`src/rtl/seq_gen_pkg.sv`:
```
// Shared encodings for the major-state sequencer: state codes, run modes and
// the readout code for an execute state.
package seq_gen_pkg;

  localparam int STATE_W   = 4;
  localparam int EXEC_BASE = 5;

  // ST_EXEC stands for "some execute state"; the index lives in its own register.
  typedef enum logic [STATE_W-1:0] {
    ST_IDLE     = 4'd0,
    ST_FETCH    = 4'd1,
    ST_AUTOINC1 = 4'd2,
    ST_AUTOINC2 = 4'd3,
    ST_INDIRECT = 4'd4,
    ST_EXEC     = 4'd5
  } state_t;

  typedef enum logic [1:0] {
    MODE_NONE  = 2'd0,
    MODE_CONT  = 2'd1,
    MODE_INSTR = 2'd2,
    MODE_CYCLE = 2'd3
  } mode_t;

  // Readout code of EXEC k; saturates at the top code when N_EXEC is large.
  function automatic logic [STATE_W-1:0] exec_code(input int unsigned k);
    int unsigned c;
    c = EXEC_BASE + k;
    return (c > 15) ? 4'hF : STATE_W'(c);
  endfunction

endpackage

```
`src/rtl/seq_edge_det.sv`:
```
// Rising-edge detector: one flop remembers the previous level, rise is high
// for the clock in which the level is 1 and was 0 on the previous edge.
module seq_edge_det (
  input  logic ck,
  input  logic clear,
  input  logic level,
  output logic rise
);

  logic prev_q;

  always_ff @(posedge ck or posedge clear) begin
    if (clear) prev_q <= 1'b0;
    else       prev_q <= level;
  end

  assign rise = level & ~prev_q;

endmodule

```
`src/rtl/sequencer_gen.sv`:
```
// Major-state sequencer: FETCH, optional AUTOINC1/AUTOINC2/INDIRECT and a
// per-instruction number of EXEC states, each TICKS clocks with STB/CK pulses.
module sequencer_gen
  import seq_gen_pkg::*;
#(
  parameter int N_EXEC = 6,
  parameter int TICKS  = 2,
  parameter int LEN_W  = $clog2(N_EXEC + 1)
) (
  input  logic              CK,
  input  logic              CLEAR,
  input  logic              RUN,
  input  logic              HALT,
  input  logic              STEPI,
  input  logic              STEPC,
  input  logic              NOAUTO,
  input  logic              NOIND,
  input  logic [LEN_W-1:0]  EXEC_LEN,
  output logic              CK_FETCH,
  output logic              CK_AUTOINC1,
  output logic              CK_AUTOINC2,
  output logic              CK_INDIRECT,
  output logic              STB_FETCH,
  output logic              STB_AUTOINC1,
  output logic              STB_AUTOINC2,
  output logic              STB_INDIRECT,
  output logic [N_EXEC-1:0] CK_EXEC,
  output logic [N_EXEC-1:0] STB_EXEC,
  output logic [3:0]        STATE,
  output logic              BUSY,
  output logic              INSTR_DONE
);

  localparam int TICK_W = $clog2(TICKS);
  localparam logic [TICK_W-1:0] TICK_LAST = TICK_W'(TICKS - 1);
  localparam logic [LEN_W-1:0]  LEN_MAX   = LEN_W'(N_EXEC);
  localparam logic [LEN_W-1:0]  LEN_ONE   = LEN_W'(1);

  state_t            state_q, state_d;
  mode_t             mode_q, mode_d;
  logic [TICK_W-1:0] tick_q, tick_d;
  logic              hold_q, hold_d;
  logic [LEN_W-1:0]  len_q, len_d;
  logic [LEN_W-1:0]  idx_q, idx_d;

  logic run_go;
  logic stepi_rise;
  logic stepc_rise;
  logic last_exec;
  logic [LEN_W-1:0] len_in;

  seq_edge_det u_stepi_det (
    .ck    (CK),
    .clear (CLEAR),
    .level (STEPI),
    .rise  (stepi_rise)
  );

  seq_edge_det u_stepc_det (
    .ck    (CK),
    .clear (CLEAR),
    .level (STEPC),
    .rise  (stepc_rise)
  );

  assign run_go    = RUN & HALT;
  assign last_exec = (state_q == ST_EXEC) && (idx_q == len_q - LEN_ONE);

  always_comb begin
    if (EXEC_LEN == '0)          len_in = LEN_ONE;
    else if (EXEC_LEN > LEN_MAX) len_in = LEN_MAX;
    else                         len_in = EXEC_LEN;
  end

  always_ff @(posedge CK or posedge CLEAR) begin
    if (CLEAR) begin
      state_q <= ST_IDLE;
      mode_q  <= MODE_NONE;
      tick_q  <= '0;
      hold_q  <= 1'b0;
      len_q   <= LEN_ONE;
      idx_q   <= '0;
    end else begin
      state_q <= state_d;
      mode_q  <= mode_d;
      tick_q  <= tick_d;
      hold_q  <= hold_d;
      len_q   <= len_d;
      idx_q   <= idx_d;
    end
  end

  always_comb begin
    state_t nxt;
    logic   end_instr;
    state_d   = state_q;
    mode_d    = mode_q;
    tick_d    = tick_q;
    hold_d    = hold_q;
    len_d     = len_q;
    idx_d     = idx_q;
    nxt       = ST_IDLE;
    end_instr = 1'b0;

    if (state_q == ST_IDLE) begin
      tick_d = '0;
      hold_d = 1'b0;
      if (run_go) begin
        state_d = ST_FETCH;
        mode_d  = MODE_CONT;
      end else if (stepi_rise) begin
        state_d = ST_FETCH;
        mode_d  = MODE_INSTR;
      end else if (stepc_rise) begin
        state_d = ST_FETCH;
        mode_d  = MODE_CYCLE;
      end
    end else if (hold_q) begin
      // Cycle-step hold: the held state starts on the edge that sees the request.
      if (run_go) begin
        mode_d = MODE_CONT;
        hold_d = 1'b0;
      end else if (stepi_rise) begin
        mode_d = MODE_INSTR;
        hold_d = 1'b0;
      end else if (stepc_rise) begin
        hold_d = 1'b0;
      end
    end else if (tick_q != TICK_LAST) begin
      tick_d = tick_q + 1'b1;
    end else begin
      tick_d = '0;
      case (state_q)
        ST_FETCH: begin
          len_d = len_in;
          idx_d = '0;
          if (NOIND)       nxt = ST_EXEC;
          else if (NOAUTO) nxt = ST_INDIRECT;
          else             nxt = ST_AUTOINC1;
        end
        ST_AUTOINC1: nxt = ST_AUTOINC2;
        ST_AUTOINC2: nxt = ST_INDIRECT;
        ST_INDIRECT: begin
          nxt   = ST_EXEC;
          idx_d = '0;
        end
        ST_EXEC: begin
          if (last_exec) begin
            end_instr = 1'b1;
          end else begin
            nxt   = ST_EXEC;
            idx_d = idx_q + LEN_ONE;
          end
        end
        default: nxt = ST_IDLE;
      endcase

      if (end_instr) begin
        if (mode_q == MODE_CONT && run_go) begin
          state_d = ST_FETCH;
        end else begin
          state_d = ST_IDLE;
          mode_d  = MODE_NONE;
        end
      end else begin
        state_d = nxt;
        if (mode_q == MODE_CYCLE) hold_d = 1'b1;
      end
    end
  end

  always_comb begin
    logic stb_now;
    logic ck_now;
    stb_now      = !hold_q && (tick_q == '0);
    ck_now       = !hold_q && (tick_q == TICK_LAST);
    STB_FETCH    = stb_now && (state_q == ST_FETCH);
    STB_AUTOINC1 = stb_now && (state_q == ST_AUTOINC1);
    STB_AUTOINC2 = stb_now && (state_q == ST_AUTOINC2);
    STB_INDIRECT = stb_now && (state_q == ST_INDIRECT);
    CK_FETCH     = ck_now && (state_q == ST_FETCH);
    CK_AUTOINC1  = ck_now && (state_q == ST_AUTOINC1);
    CK_AUTOINC2  = ck_now && (state_q == ST_AUTOINC2);
    CK_INDIRECT  = ck_now && (state_q == ST_INDIRECT);
    STB_EXEC     = '0;
    CK_EXEC      = '0;
    for (int k = 0; k < N_EXEC; k++) begin
      STB_EXEC[k] = stb_now && (state_q == ST_EXEC) && (idx_q == LEN_W'(k));
      CK_EXEC[k]  = ck_now && (state_q == ST_EXEC) && (idx_q == LEN_W'(k));
    end
    BUSY       = (state_q != ST_IDLE);
    INSTR_DONE = ck_now && last_exec;
    STATE      = (state_q == ST_EXEC) ? exec_code(32'(idx_q)) : state_q;
  end

endmodule
```
`config.mk`:
```
export PLATFORM = sky130hd
export DESIGN_NAME = sequencer_gen
export DESIGN_NICKNAME = d
export VERILOG_FILES = /design/src/rtl/seq_gen_pkg.sv /design/src/rtl/seq_edge_det.sv /design/src/rtl/sequencer_gen.sv
export SDC_FILE = /design/constraint.sdc
export NUM_CORES = 1
export LEC_CHECK = 0
export CELL_PAD_IN_SITES_DETAIL_PLACEMENT = 1
export CELL_PAD_IN_SITES_GLOBAL_PLACEMENT = 1
export CORE_MARGIN = 2
export CORE_UTILIZATION = 35
export DETAILED_ROUTE_END_ITERATION = 16
export HOLD_SLACK_MARGIN = 0.08
export PLACE_DENSITY_LB_ADDON = 0.1
export SLEW_MARGIN = 10
export SYNTH_ARGS = -nofsm -noshare
export SYNTH_HDL_FRONTEND = slang
export SYNTH_SLANG_ARGS = --single-unit
```
`constraint.sdc`:
```
create_clock -name CK -period 2.9 [get_ports CK]
set_input_delay 0.29 -clock CK [delete_from_list [all_inputs] [get_ports CK]]
set_output_delay 0.29 -clock CK [all_outputs]
set_load 0.05 [all_outputs]
```
Word-level counts from Yosys, hierarchy flattened
Index checks and enable logic that the tools add are counted.
Widths: inputs -> output; s select.
- bits in registers: 16
- bits of input ports: 11
- word-level logic and storage cells: 125
- add/subtract/negate cells: 4
- $lt $le $gt $ge: 2
- equality and inequality tests: 18
- mux-type cells: 44
- bitwise logic cells: 8
- reductions and logical operators: 41
- operator list (kind ; number):
    $mux 4 ; 9
    $logic_and 1x1->1 ; 27
    $mux 2 ; 10
    $pmux 4 s5 ; 1
    $mux 3 ; 6
    $mux 1 ; 17
    $reduce_and 5->1 ; 2
    $eq 4x2->1 const B ; 2
    $eq 4x3->1 const B ; 2
    $eq 3x2->1 const B ; 2
    $eq 3x3->1 const B ; 2
    $logic_not 3->1 ; 2
    $pmux 3 s2 ; 1
    $reduce_bool 3->1 ; 2
    $not 1->1 ; 5
    $add 3x3->4 const A ; 1
    $eq 4x1->1 const B ; 1
    $gt 4x4->1 const B ; 1
    $logic_not 4->1 ; 1
    $ne 4x1->1 const B ; 1
    $ne 4x4->1 const B ; 1
    $reduce_and 4->1 ; 1
    $reduce_bool 2->1 ; 2
    $reduce_bool 4->1 ; 1
    15 further kinds ; 17

Depth between registers and ports, before layout
Gate-level depths: netlist of the first run.
- depth in word-level cells: 12
- mapped depth: 6
- mapped depth without buffers: 6

Modules after synthesis
A second synthesis of the first run with hierarchy kept.
- cell total of the unflattened synthesis: 146
- area total of the unflattened synthesis: 1198.6 sq um
- modules (own cells, without submodules) (module ; times used ; cells each ; area each (sq um)):
    sequencer_gen ; 1 ; 140 ; 1113.6
    seq_edge_det ; 2 ; 3 ; 42.5

Worst setup path before layout of the first run
Ideal clock, no wire load.
- path type: reg-to-reg
- from: register state_q[2]
- to: register state_q[0]
- arrival: 2.673 ns
- slack: 0.138 ns
- cell stages (with the launch flop): 5
- cells stage by stage: dfrtp_1 -> clkbuf_1 -> nor4b_1 -> a21oi_1 -> a22oi_1
- word-level cells in the longest chain between the ends: 11
- ends and longest elaborated chain (item ; RTL line ; text):
    start, declared ; sequencer_gen.sv:39 ; state_t state_q, state_d;
    start signal, assigned ; sequencer_gen.sv:84 ; state_q <= state_d;
    $eq 4x3->1 ; sequencer_gen.sv:67, sequencer_gen.sv:133 ;
    $logic_and 1x1->1 ; sequencer_gen.sv:67 ; assign last_exec = (state_q == ST_EXEC) && (idx_q == len_q - LEN_ONE);
    $mux 1 ; sequencer_gen.sv:148 ; if (last_exec) begin
    $mux 1 ; sequencer_gen.sv:133 ; case (state_q)
    $mux 1 ; sequencer_gen.sv:129 ; end else if (tick_q != TICK_LAST) begin
    $mux 1 ; sequencer_gen.sv:118 ; end else if (hold_q) begin
    $mux 1 ; sequencer_gen.sv:105 ; if (state_q == ST_IDLE) begin
    $mux 4 ; sequencer_gen.sv:158 ; if (end_instr) begin
    $mux 4 ; sequencer_gen.sv:129 ;
    $mux 4 ; sequencer_gen.sv:118 ;
    $mux 4 ; sequencer_gen.sv:105 ;
Parallel ways exist; a longest one is shown, timed or not. The select of a mux whose other input is x is not followed.
A chain may end at the register's enable or synchronous reset.

Final worst setup path of the first run
- from: register hold_q
- to: output port STB_EXEC[1]
- word-level cells in the longest chain between the ends: 4
- ends and longest elaborated chain (item ; RTL line ; text):
    start, declared ; sequencer_gen.sv:42 ; logic hold_q, hold_d;
    start signal, assigned ; sequencer_gen.sv:87 ; hold_q <= hold_d;
    $logic_not 1->1 ; sequencer_gen.sv:175 ; stb_now = !hold_q && (tick_q == '0);
    $logic_and 1x1->1 ; sequencer_gen.sv:175 ;
    $logic_and 1x1->1 (2 in a row) ; sequencer_gen.sv:188 ; STB_EXEC[k] = stb_now && (state_q == ST_EXEC) && (idx_q == LEN_W'(k));
    end, declared ; sequencer_gen.sv:28 ; output logic [N_EXEC-1:0] STB_EXEC,
Every way passes these cells.

==> results of run 1 <==
-- cell families (layout without fill, tap and decap cells) --
family                     after synthesis  in the layout  synth area share [%]
and+or+nand+nor                         62             62                 28.14
AOI/OAI and AO/OA                       28             28                 16.91
buffers and inverters                   21             58                 7.118
DFF                                     15             15                 33.48
adders and majority gates                7              7                 7.564
xor gates and xnor gates                 3              3                 3.782
muxes                                    3              3                 3.003
-- worst paths after layout --
kind / slack, ns / end / startpoint / cells past startpoint
setup / recovery: 0.14 / STB_EXEC[1] / hold_q$_DFF_PP0_ / 3
hold / removal: 0.35 / hold_q$_DFF_PP0_ / CLEAR / 2
setup reg to reg: 0.94 / idx_q[0]$_DFFE_PP0P_ / len_q[0]$_DFFE_PP1P_ / 6
hold reg to reg: 0.49 / len_q[0]$_DFFE_PP1P_ / len_q[0]$_DFFE_PP1P_ / 2
max in group asynchronous: 2.14 / len_q[2]$_DFFE_PP0P_ / CLEAR / 2
min in group CK: 0.44 / u_stepi_det.prev_q$_DFF_PP0_ / STEPI / 1
-- area by class of cell --
class	instances	area (um2)	share of cell area (%)
timing repair buffer	41	397.9	25.30
inverter	13	48.80	3.103
clock buffer	4	26.28	1.671
tap	44	55.05	3.500
multi-input combinational	103	668.1	42.48
sequential	15	376.6	23.95
-- state kept, by name (all words and copies together) (netlist names) --
signal	count
idx_q	3
u_stepc_det.prev_q	1
len_q	3
state_q	3
tick_q	1
u_stepi_det.prev_q	1
hold_q	1
mode_q	2
-- report_power, final --
part	internal (mW)	switching, mW	total, mW
clock	0.0536	0.0723	0.126
combinational	0.464	0.765	1.23
sequential	0.289	0.0901	0.379
-- layout by cell type (no fill, tap or decap), types with 4 or more instances in the layout --
cell	netlist	final
inv_1	12	12
nor2_1	20	20
nand2_1	12	12
nand3_1	5	5
nor2b_1	4	4
nor3_1	8	8
clkdlybuf4s50_1	0	34
buf_4	0	6
dfrtp_1	14	14
a21oi_1	4	4
ha_1	6	6
o21ai_0	4	4
-- stage by stage --
step	utilization, %	hold WS (ns)
detailed placement	50.57	0.4766
global route	51.52	0.3882
floorplan	-	0.1908
CTS	51.43	0.3592
global placement	50.57	0.4710
finish	51.52	0.3514
-- worst max-delay path: stages (launching register included) --
cell             delay, ns
dfrtp_1               0.54
or4_1                 0.66
nor2_1                0.15
clkdlybuf4s50_1       0.81
-- layer usage --
metal	global-route usage [%]	vias up	share of wire [%]
met5	0	-	0
met4	7.453	0	1.6
met3	2.559	5	4.8
met2	30.72	35	47
met1	24.80	526	46
li1	-	555	-
==> flow_summary.toml, run 1 <==
[detailed_routing]
wl_per_cell_um = 13.94
drt_wl_total_um = 3067
num_vias = 1121
drtIter0Drc = 36
vias_per_cell = 5.095
drc = 0
drtAntennaViolNets = 0
dr.pass1.iters = 4

[clock_tree]
cts_hold_buf = 0
postCtsSetupBuffers = 0
cts_buffers = 3
cts.repair.resized = 0
clk_latency_ns = 0.30
cts_tree = "built"
h-tree-depth = 1
clock-sinks = 15
cts.root.buffer_cell = "clkbuf_4"
clk_pin_slew_ns = 0.10
cts_buffer_depth = 2

[synth]
yosys.area.top_type = "dfrtp_1"
synth_seq_cells = 15
ys_warn_count = 0
synth_edf_count = 0
syn_nets = 156
synthCells = 139
syn_area_um2 = 1125
synth_commonest_cells = "nor2_1, dfrtp_1, inv_1, nand2_1, nor3_1"
seq_area_frac_synth_pct = 33.48
ys_top_cells_by_area = "dfrtp_1, ha_1, nor2_1"
syn_avg_cell_area_um2 = 8.092
synthArstFlopShare_pct = 100.0
synth_most_common_cell = "nor2_1"
synth.distinct_cells = 42
synth_flop_cell = "dfrtp_1"
netlist.area_leader.share_pct = 31.15

[grt]
grt_pass1_vias = 1110
gr-total-overflow = 0
antenna_found_initial = 0
grt_pass1_wl_um = 5168
grt_max_degree = 18
grtUsageTotal_pct = 18.67

[setup_path]
cp.required_ns = 2.61
crit_path_end_kind = "primary output"
arrival_ns = 2.47
critPathKind = "reg -> out"
path_max_fanout = 13
start_kind = "flip-flop"

[power_and_ir_drop]
p_total_mw = 1.734
power.leakage_nw = 0.6772
powerDensity_nw_per_um2 = 1103
ir_worst_vdd_v = 0.0005010

[timing]
fin_tns_setup_ns = 0
min_period_over_period_pct = 95.11
setup_violations = 0
grt_setup_unrepaired = "false"
finalHoldViolations = 0
skew_ns = 0.01191
tightest_slew_ns = 0.6091
fin_crit_ns = 2.758
relSlewSlack_pct = 59.35
fmax_mhz = 362.5
setup_ws_ns = 0.1417
drv_slew = 0

[floorplanning]
dieArea_um2 = 3683
die_w_um = 60.69
core_area_um2 = 3053
initial_utilization_pct = 36.84
rows = 20
io_pins = 37
die_h_um = 60.69

[final_layout]
layout.cells.non_filler = 220
drive_gt1_share_pct = 9.659
fin_area_um2 = 1573
fill_cells = 387
nets = 194
areaGrowthSynthToFinish_pct = 39.82
diodes = 0

[run]
drv_cap = 0

[place]
place_area_um2 = 1544
place_ws_ns = 0.4502
hpwlAfterDp_um = 2395
portBuffers = 36
dpl.cell_count = 216
gp_congestion = 0.8524

[outcome]
status = "completed"

[hold_path]
min_path_type = "in -> async"
(Power assumes the default switching activity.)
==> run 2, diff against run 1 <==
clock period = 3.21 ns   (was 2.9 ns; I/O delays follow)
==> flow_summary.toml, run 2 (synthesis results as in run 1) <==
[clock_tree]
cts_tree = "built"
clock-sinks = 15
cts_hold_buf = 0
cts_buffers = 3
clk_pin_slew_ns = 0.09
clk_latency_ns = 0.28
postCtsSetupBuffers = 0
cts.root.buffer_cell = "clkbuf_4"
cts.repair.resized = 0
h-tree-depth = 1
cts_buffer_depth = 2

[power_and_ir_drop]
pwr-share-comb_pct = 69.5
p_int_uw = 712.9
power.leakage_nw = 0.6599
clkPwrFrac_pct = 7.2
power_frac_seq_pct = 23.2
ir_worst_vdd_v = 0.0003232
powerDensity_nw_per_um2 = 989.9
p_sw_uw = 824.1
swShare_pct = 53.62

[timing]
skew_ns = 0.0008279
grt_setup_unrepaired = "false"
relSlewSlack_pct = 60.02
whs_ns = 0.3974
min_period_over_period_pct = 91.89
setup_violations = 0
fin_tns_setup_ns = 0
tightest_slew_ns = 0.5990
fmax_mhz = 339.0
fin_crit_ns = 2.950
finalHoldViolations = 0
drv_slew = 0

[setup_path]
reg2reg_to = "idx_q[0]$_DFFE_PP0P_"
critPathKind = "reg -> out"
crit_path_end_kind = "primary output"
reg2reg_depth = 6
cp.required_ns = 2.89
path_cells = "nand2_1, or4_1, nor2_1, clkdlybuf4s50_1"
crit_slowest_cell = "clkdlybuf4s50_1"
arrival_ns = 2.63
path_max_fanout = 14
r2r-start = "len_q[0]$_DFFE_PP1P_"
slowest_delay_ns = 0.81
start_kind = "flip-flop"
rrSetupSlack_ns = 1.27

[grt]
grt_pass1_wl_um = 5140
gr-total-overflow = 0
grt_max_degree = 21
antenna_found_initial = 0
grtUsageTotal_pct = 18.58
grt_pass1_vias = 1107

[floorplanning]
dieArea_um2 = 3683
rows = 20
core_area_um2 = 3053
initial_utilization_pct = 36.84
die_w_um = 60.69
io_pins = 37
die_h_um = 60.69

[final_layout]
layout_common_cells = "clkdlybuf4s50_1, nor2_1, dfrtp_1"
fin_area_um2 = 1553
nets = 191
diodes = 0
areaGrowthSynthToFinish_pct = 38.04
top_regs = "idx_q x3, len_q x3, state_q x3"
layout_commonest_cell = "clkdlybuf4s50_1"
drive_gt1_share_pct = 7.514

[detailed_routing]
drt_wl_total_um = 2993
dr.pass1.iters = 4
wl_per_cell_um = 13.79
vias_per_cell = 5.014
drtIter0Drc = 53
drtAntennaViolNets = 0
num_vias = 1088
drc = 0

[run]
drv_cap = 0

[place]
portBuffers = 36
hpwlAfterDp_um = 2372
place_area_um2 = 1524
gp_congestion = 0.7506

[outcome]
status = "completed"

[hold_path]
min_path_type = "in -> async"
run 2: power by group through the flow:
stage	logic, mW	clock network, mW	registers [mW]
floorplan	0.835	0	0.306
global placement	1.05	0	0.357
detailed placement	1.08	0	0.362
CTS	1.08	0.116	0.357
global route	1.17	0.126	0.371
finish	1.07	0.111	0.357
run 2: how the worst max path moves through the flow:
stage               cells past startpoint              startpoint          end  slack [ns]
floorplan                               4  state_q[0]$_DFFE_PP0P_    STB_FETCH        0.45
global placement                        6    len_q[0]$_DFFE_PP1P_   INSTR_DONE        0.53
detailed placement                      6    len_q[0]$_DFFE_PP1P_   INSTR_DONE        0.45
CTS                                     6    len_q[0]$_DFFE_PP1P_   INSTR_DONE        0.11
global route                            4  state_q[1]$_DFFE_PP0P_   CK_EXEC[0]        0.07
finish                                  4  state_q[2]$_DFFE_PP0P_  STB_EXEC[4]        0.26
run 2: layout make-up:
cell class / instances / area, um2
repair buffers: 38 / 377.9
inverters: 13 / 48.80
flip-flops and latches: 15 / 376.6
well taps: 44 / 55.05
fillers: 388 / 1500
multi-input cells: 103 / 668.1
clock buffers: 4 / 26.28
run 2: metal layers:
metal  up-vias  global-route usage [%]  wire (um)
met2        36                   28.73       1330
li1        549                       -          -
met1       499                   26.79       1486
met4         0                   5.590         30
met3         4                   2.985        146
met5         -                       0          0
run 2: worst max-delay path: cells and delay by family (launching register included):
family        cells  cell delay, ns
buf+inv           1            0.81
flops             1            0.64
simple gates      3            0.90
run 2: metrics by stage:
stage	utilization [%]	worst slack, ns	instances	total power [mW]
final	50.86	0.2602	217	1.537
after global routing	50.86	0.06624	217	1.664
after CTS	50.78	0.1147	217	1.556
after detailed placement	49.92	0.4482	213	1.441
after global placement	49.92	0.5284	213	1.410
after floorplan	-	0.4451	139	1.141
==> run 3, diff against run 2 <==
CTS_CLUSTER_DIAMETER = 80   (was not set)
==> results of run 3 <==
Same layout as run 2: the final DEF is identical, and so are final timing and power.
